**config.mk**
```make
export PLATFORM = sky130hd
export DESIGN_NAME = ahblite_dma_master
export DESIGN_NICKNAME = d
export VERILOG_FILES = /design/src/rtl/ahblite_dma_master.sv
export SDC_FILE = /design/constraint.sdc
export NUM_CORES = 1
export LEC_CHECK = 0
export CORE_MARGIN = 2
export CORE_UTILIZATION = 30
export DETAILED_ROUTE_END_ITERATION = 6
export GPL_TIMING_DRIVEN = 0
export PLACE_DENSITY = 0.62
export SLEW_MARGIN = 20
export SYNTH_ARGS = -nofsm -noshare
export SYNTH_HDL_FRONTEND = slang
export SYNTH_SLANG_ARGS = --single-unit
```
**constraint.sdc**
```tcl
create_clock -name HCLK -period 2.02 [get_ports HCLK]
set_input_delay 0.202 -clock HCLK [delete_from_list [all_inputs] [get_ports HCLK]]
set_output_delay 0.202 -clock HCLK [all_outputs]
set_load 0.01 [all_outputs]
```
**src/rtl/ahblite_dma_master.sv**
```systemverilog
// AHB-Lite word-copy DMA initiator: one SINGLE read then one SINGLE write per word.
// Define DMA_FILL_EN to enable fill mode (FILL_VALUE written, no reads).
module ahblite_dma_master #(
   parameter int CNT_W = 16
) (
   input  logic             HCLK,
   input  logic             HRESETn,
   input  logic             START,
   input  logic [31:0]      SRC_ADDR,
   input  logic [31:0]      DST_ADDR,
   input  logic [CNT_W-1:0] WORD_CNT,
   input  logic             FILL_MODE,
   input  logic [31:0]      FILL_VALUE,
   output logic             BUSY,
   output logic             DONE,
   output logic             ERROR,
   output logic [31:0]      HADDR,
   output logic [1:0]       HTRANS,
   output logic             HWRITE,
   output logic [2:0]       HSIZE,
   output logic [2:0]       HBURST,
   output logic [3:0]       HPROT,
   output logic             HMASTLOCK,
   output logic [31:0]      HWDATA,
   input  logic             HREADY,
   input  logic [31:0]      HRDATA,
   input  logic             HRESP
);

   typedef enum logic [2:0] {
      S_IDLE, S_RD_ADDR, S_RD_DATA, S_WR_ADDR, S_WR_DATA, S_FIN
   } state_t;

   localparam logic [1:0]       TR_IDLE   = 2'b00;
   localparam logic [1:0]       TR_NONSEQ = 2'b10;
   localparam logic [CNT_W-1:0] CNT_ONE   = 1;

   state_t             r_state;
   logic [31:0]        r_src;
   logic [31:0]        r_dst;
   logic [CNT_W-1:0]   r_rem;
   logic [31:0]        r_buf;
   logic               r_fill;
   logic [1:0]         r_htrans;
   logic [31:0]        r_haddr;
   logic               r_hwrite;
   logic [31:0]        r_hwdata;
   logic               r_busy;
   logic               r_done;
   logic               r_error;

   logic               w_fill_req;
   logic [31:0]        w_fill_val;
   logic [31:0]        w_src_nxt;
   logic [31:0]        w_dst_nxt;

`ifdef DMA_FILL_EN
   assign w_fill_req = FILL_MODE;
   assign w_fill_val = FILL_VALUE;
`else
   logic               w_unused;
   assign w_fill_req = 1'b0;
   assign w_fill_val = 32'h0;
   assign w_unused   = ^{FILL_MODE, FILL_VALUE};
`endif

   assign w_src_nxt = r_src + 32'd4;
   assign w_dst_nxt = r_dst + 32'd4;

   assign HTRANS    = r_htrans;
   assign HADDR     = r_haddr;
   assign HWRITE    = r_hwrite;
   assign HWDATA    = r_hwdata;
   assign HSIZE     = 3'b010;
   assign HBURST    = 3'b000;
   assign HPROT     = 4'b0011;
   assign HMASTLOCK = 1'b0;
   assign BUSY      = r_busy;
   assign DONE      = r_done;
   assign ERROR     = r_error;

   always_ff @(posedge HCLK or negedge HRESETn) begin
      if (!HRESETn) begin
         r_state  <= S_IDLE;
         r_src    <= '0;
         r_dst    <= '0;
         r_rem    <= '0;
         r_buf    <= '0;
         r_fill   <= 1'b0;
         r_htrans <= TR_IDLE;
         r_haddr  <= '0;
         r_hwrite <= 1'b0;
         r_hwdata <= '0;
         r_busy   <= 1'b0;
         r_done   <= 1'b0;
         r_error  <= 1'b0;
      end else begin
         r_done <= 1'b0;
         unique case (r_state)
            S_IDLE: begin
               if (START) begin
                  r_error <= 1'b0;
                  if (WORD_CNT != '0) begin
                     r_src    <= {SRC_ADDR[31:2], 2'b00};
                     r_dst    <= {DST_ADDR[31:2], 2'b00};
                     r_rem    <= WORD_CNT;
                     r_fill   <= w_fill_req;
                     r_busy   <= 1'b1;
                     r_htrans <= TR_NONSEQ;
                     if (w_fill_req) begin
                        r_buf    <= w_fill_val;
                        r_haddr  <= {DST_ADDR[31:2], 2'b00};
                        r_hwrite <= 1'b1;
                        r_state  <= S_WR_ADDR;
                     end else begin
                        r_haddr  <= {SRC_ADDR[31:2], 2'b00};
                        r_hwrite <= 1'b0;
                        r_state  <= S_RD_ADDR;
                     end
                  end else begin
                     r_done  <= 1'b1;
                     r_state <= S_FIN;
                  end
               end
            end
            S_RD_ADDR: begin
               if (HREADY) begin
                  r_htrans <= TR_IDLE;
                  r_state  <= S_RD_DATA;
               end
            end
            S_RD_DATA: begin
               if (HREADY) begin
                  if (HRESP) begin
                     r_error <= 1'b1;
                     r_busy  <= 1'b0;
                     r_done  <= 1'b1;
                     r_state <= S_FIN;
                  end else begin
                     r_buf    <= HRDATA;
                     r_htrans <= TR_NONSEQ;
                     r_haddr  <= r_dst;
                     r_hwrite <= 1'b1;
                     r_state  <= S_WR_ADDR;
                  end
               end
            end
            S_WR_ADDR: begin
               if (HREADY) begin
                  r_htrans <= TR_IDLE;
                  r_hwdata <= r_buf;
                  r_state  <= S_WR_DATA;
               end
            end
            S_WR_DATA: begin
               if (HREADY) begin
                  if (HRESP) begin
                     r_error <= 1'b1;
                     r_busy  <= 1'b0;
                     r_done  <= 1'b1;
                     r_state <= S_FIN;
                  end else begin
                     r_src <= w_src_nxt;
                     r_dst <= w_dst_nxt;
                     r_rem <= r_rem - CNT_ONE;
                     if (r_rem == CNT_ONE) begin
                        r_busy  <= 1'b0;
                        r_done  <= 1'b1;
                        r_state <= S_FIN;
                     end else if (r_fill) begin
                        // buffer still holds the fill word; go straight to the next write
                        r_htrans <= TR_NONSEQ;
                        r_haddr  <= w_dst_nxt;
                        r_hwrite <= 1'b1;
                        r_state  <= S_WR_ADDR;
                     end else begin
                        r_htrans <= TR_NONSEQ;
                        r_haddr  <= w_src_nxt;
                        r_hwrite <= 1'b0;
                        r_state  <= S_RD_ADDR;
                     end
                  end
               end
            end
            S_FIN: r_state <= S_IDLE;
            default: r_state <= S_IDLE;
         endcase
      end
   end

endmodule

```
### Word level (Yosys, flattened, before mapping)

Index checks and enable logic that the tools add are counted.

| cells by class | value |
|---|---|
| $add $sub $neg | 3 |
| $lt $le $gt $ge | 0 |
| equal/unequal tests | 19 |
| $mul | 0 |
| bitwise operators | 1 |
| multiplexer cells | 68 |
| reductions and logical operators | 16 |
| shifts and indexed selects | 0 |
| div/mod/pow operators | 0 |

Operator list:

| cell | number |
|---|---|
| $mux 32 | 13 |
| $pmux 32 s2 | 2 |
| $pmux 32 s3 | 1 |
| $add 32x3->32 const B | 2 |
| $mux 16 | 4 |
| $pmux 16 s2 | 1 |
| $mux 3 | 9 |
| $mux 1 | 24 |
| $ne 2x2->1 const B | 10 |
| $eq 16x1->1 const B | 1 |
| $mux 2 | 8 |
| $reduce_bool 16->1 | 1 |
| $sub 16x1->16 const B | 1 |
| $pmux 3 s5 | 1 |
| $reduce_and 5->1 | 2 |
| $pmux 1 s3 | 3 |
| $reduce_and 9->1 | 1 |
| $pmux 2 s4 | 1 |
| $reduce_and 8->1 | 1 |
| $reduce_and 7->1 | 1 |
| $eq 3x2->1 const B | 2 |
| $ne 2x1->1 const B | 3 |
| $reduce_and 4->1 | 1 |
| $reduce_bool 2->1 | 2 |
| other kinds (11) | 12 |

| storage, ports and cells | value |
|---|---|
| memories kept | 0 |
| output and inout bits | 81 |
| latch bits | 0 |
| bits in read-only memories | 0 |
| memory bits (writable) | 0 |
| flip-flop bits (word level) | 185 |

### Depth between registers and ports, before layout

Gate-level depths: netlist of the first run.

| logic depth | value |
|---|---|
| word-level depth | 5 |
| gate-level depth with buffers | 9 |
| depth with buffers taken out | 7 |

### Worst setup path after synthesis of the first run

No wires, ideal clock.

| path | value |
|---|---|
| path kind | register to register |
| from | register r_rem[0] |
| to | register r_haddr[10], in the netlist HADDR[10] |
| stages on the path, launching flop included | 8 |
| clock period less this slack | 2.103 ns |
| path slack | -0.083 ns |
| data required time | 1.895 ns |
| data arrival time | 1.978 ns |
| cell sequence | dfrtp_1 -> ha_1 -> and4b_1 -> and3_1 -> clkbuf_1 -> nor3_2 -> buf_6 -> mux2_4 |

| between the ends | value |
|---|---|
| cells in the longest elaborated chain, start to end | 3 |

Ends and longest elaborated chain:

| item | line | text |
|---|---|---|
| start, declared | 41 | `logic [CNT_W-1:0] r_rem;` |
| start signal, assigned | 165 | `r_rem <= r_rem - CNT_ONE;` |
| $eq 16x1->1 | 166 | `if (r_rem == CNT_ONE) begin` |
| $ne 2x2->1 (no line) | n/a |  |
| $reduce_and 8->1 (no line) | n/a |  |
| end signal, assigned | 142 | `r_haddr <= r_dst;` |
| end signal, assigned | 173 | `r_haddr <= w_dst_nxt;` |
| end signal, assigned | 178 | `r_haddr <= w_src_nxt;` |
| end, declared | 45 | `logic [31:0] r_haddr;` |

Every way passes these cells.
A chain may end at the register's enable or synchronous reset.

### Worst setup path after layout of the first run

| path | value |
|---|---|
| from | input WORD_CNT[4] |
| to | register r_dst[8] |

| between the ends | value |
|---|---|
| cells in the longest elaborated chain, start to end | 3 |

Ends and longest elaborated chain:

| item | line | text |
|---|---|---|
| start, declared | 11 | `input logic [CNT_W-1:0] WORD_CNT,` |
| $reduce_bool 16->1 | 103 | `if (WORD_CNT != '0) begin` |
| $ne 2x2->1 (no line) | n/a |  |
| $reduce_and 5->1 (no line) | n/a |  |
| end signal, assigned | 105 | `r_dst <= {DST_ADDR[31:2], 2'b00};` |
| end signal, assigned | 164 | `r_dst <= w_dst_nxt;` |
| end, declared | 40 | `logic [31:0] r_dst;` |

Every way passes these cells.

==> results of run 1 <==
==> synthesized netlist by cell type (8+ instances only) <==
library cell	instances
a21oi_1	90
a22oi_1	27
a2bb2oi_1	28
a31oi_1	32
and3_1	15
buf_1	9
buf_2	19
buf_4	15
clkbuf_1	56
dfrtp_1	179
inv_1	13
mux2_2	68
mux2_4	11
nand2_1	64
nand3_1	49
nand4_1	21
nor2_1	52
nor3_1	19
nor4_1	25
o21ai_0	84
o22a_1	16
o22ai_1	23
o31a_1	11
or4_1	9
xnor2_1	8
==> stage by stage <==
step	total power [W]	TNS [ns]	utilization [%]	instance area, µm²	hold WS, ns
2_1_floorplan	0.01197	-0.7700	-	9986	-0.09359
3_5_place_dp	0.01591	-109.16	38.09	12390	0.2740
4_1_cts	0.02146	-8.078	43.71	14220	0.2493
6_report	0.02281	-14.00	45.94	14950	0.3053
3_3_place_gp	0.01573	-1402.54	37.96	12350	0.4790
5_1_grt	0.02384	-18.53	45.94	14950	0.3165
==> cell families after synthesis <==
| group | count (synthesis) | synth area share, % |
|---|---|---|
| buffers and inverters | 115 | 5.315 |
| xor gates and xnor gates | 13 | 1.146 |
| AOI/OAI and AO/OA | 346 | 22.12 |
| other | 2 | 0.07559 |
| DFF | 179 | 45.09 |
| adders and majority gates | 4 | 0.5038 |
| and+or+nand+nor | 301 | 16.28 |
| muxes | 80 | 9.471 |
==> state kept, by name, summed over array words and instances (netlist names) <==
name	flops
DONE	1
HADDR	31
r_state	3
HTRANS	1
BUSY	1
r_src	30
HWRITE	1
HWDATA	32
ERROR	1
r_rem	16
r_dst	30
r_buf	32
==> power breakdown <==
group	internal [W]	total (W)	switching, W
registers	0.00533	0.00719	0.00185
logic	0.00604	0.0122	0.00613
clock network	0.00187	0.00345	0.00158
total	0.0132	0.0228	0.00956
==> metal layers <==
layer / vias to the layer above / share of wire, % / GRT usage (%)
met3: 133 / 9.2 / 4.911
met5: - / 0 / 0
met4: 0 / 4.2 / 10.99
met1: 5088 / 41 / 30.66
li1: 4408 / - / -
met2: 614 / 46 / 34.51
==> worst min-delay path, delay by kind of cell <==
kind,cells,cell delay [ns]
buffers and inverters,1,0.26
AO/OA/AOI/OAI,2,0.26
==> repair_timing <==
item,4_1_cts,5_1_grt
setup buffers,30,12
pin swaps,28,26
hold buffers,1,0
gates resized for setup,275,181
cloned,9,3
hold endpoints to repair,86,0
endpoints found under the setup margin,175,171
==> final cells by class <==
| class | instances | area (µm²) | area share, % |
|---|---|---|---|
| multi-input combinational | 756 | 5972 | 39.96 |
| sequential | 179 | 4497 | 30.09 |
| timing repair buffer | 231 | 2424 | 16.22 |
| buffer | 88 | 860.8 | 5.760 |
| tap | 442 | 553.0 | 3.700 |
| clock buffer | 18 | 439.2 | 2.938 |
| clock inverter | 13 | 151.4 | 1.013 |
| inverter | 13 | 48.80 | 0.3265 |
==> worst max path at each step <==
stage,start,endpoint,slack (ns),depth (start not counted)
2_1_floorplan,r_state[2],HADDR[10],-0.07,7
3_3_place_gp,HRESETn,HADDR[11],-7.12,1
3_5_place_dp,r_state[1],HADDR[2],-1.13,7
4_1_cts,r_state[2],HADDR[25],-0.20,6
5_1_grt,r_state[2],HADDR[13],-0.30,8
6_report,WORD_CNT[4],r_dst[8],-0.25,10
==> results.md, run 1 <==
* CP max stage cell: or4_1
* Gr ovfl total at 0
* Leak pwr at 5.816 nW
* Clock sink count at roughly 180
* Critical-path cell list: clkdlybuf4s50_1 > or4_1 > nor4_4 > buf_4 > a2111o_1 > buf_6 > buf_6 > clkbuf_16 > a21oi_4 > a2bb2oi_2
* Vias per inst at 5.887
* DR pass1 iterations at 6
* Fin. Hold Viols at 0
* R2R cell count at 8
* Area Overhead vs Synth at 50.44%
* Post-Synthesis Cells at 1040
* Slew headroom at 52.90%
* Final nets at between 1000 and 1500
* Clk root buf: clkbuf_16
* Post-Syn Area per Cell at 9.552 µm²
* Non-filler cells, final at ~1700
* CTS tree: built
* Critical path required time at 2.35 ns
* Hpwl dp at 27170 µm
* Crit path max fanout at 6
* Initial core utilization at 30.53%
* Worst-path clk slew at 0.07 ns
* Total Wirelength at approximately 41000 µm
* Yosys warning total at 0
* Die area at 0.03459 mm²
* Fmax at ~440 MHz
* Rows at between 60 and 70
* Kind of critical path: in2reg
* Tmin final at 2.272 ns
* Most common flop cell mapped by yosys: dfrtp_1
* Dpl ws at -1.129 ns
* Max-slew violation count at 0
* Failing checks: setup timing
* Worst hold endpoint: r_rem[7]
* VDD IR max at 0.6835 mV
* Sequential fraction of the synthesis area at 45.09%
* Fin crit share at 112.5%
* MaxCap Viol Count at 0
* Pin count of the biggest net entering global routing at 94
* Synth area leader: dfrtp_1
* Drt drc at 0
* Most frequent cells in the layout: clkdlybuf4s50_1, dfrtp_1, mux2_2
* HP Class: in2reg
* Placed Cells at 1674
* Horiz. Die Dim at 186.0 µm
* Clk buf depth at 2
* RSZ-0062 raised after global routing: true
* IO Pins at 231
* Global Route Usage Sum at a little under a quarter
* 1st-iter DRT viols at 1293
* Skew final at 0.009123 ns
* H-tree depth at 4
* Crit Reg-Reg Startpoint: r_state[2]
* Area of the core at 0.03254 mm²
* Outcome: finished with violations
* Worst Hold Depth at 3
* CP delay by family, top: buffers and inverters
* Die Y at 186.0 µm
* Filler cells at 3068
* DRT antenna net count at 0
* Commonest non-fill, non-tap cell in the layout: clkdlybuf4s50_1
* Synthesized area at 0.009935 mm²
* Initial antenna violation count at 0
* Ranking of synthesized cells by area: dfrtp_1, mux2_2, a21oi_1
* Critical Path Max Stage Delay at 0.59 ns
* Layout cells sized above 1 at 33.20%
* Finish-stage setup viols at 91
* Global-route wire length before repair at 58630 µm
* Worst setup EP type: flop
* Top cell by count, worst path: buf_6
* Distinct cell type count after synthesis at between 60 and 70
* Synth Register Bits at 179
* Clock Latency Late Sink at around 0.45 ns
* Post-synth top area share at between 40% and 50%
* Number of flops mapped to enable cells by yosys at 0
* Crit path DAT at around 2.6 ns
* PwrDens at ~1500 mW/mm²
* Asr flop ratio synth at between 90% and 100%
* Vias in the first global route at 9810
* Startpoint class of the critical path: primary input
* I/O Buffers at 181
* Setup slack after layout at -0.2519 ns
* CTS Buf Count at 17
* Vias at 10243
* Number of buffers and inverters on the critical path at 5
* Ant diodes at 0
* Register-to-register setup slack at -0.24 ns
* Startpoint of the worst hold path: WORD_CNT[7]
* Least-Margin Pin Slew at 0.7065 ns
* GP Congestion at 0.9249
* Average wire per standard cell at 23.28 µm
* R2r endpoint: r_dst[8]
No activity file was read; power rests on OpenSTA's default activity.
==> run 2, diff against run 1 <==
Settings changed: HOLD_SLACK_MARGIN set to 0.08.
==> results of run 2 <==
No change in the layout: final DEF, timing and power equal those of run 1.
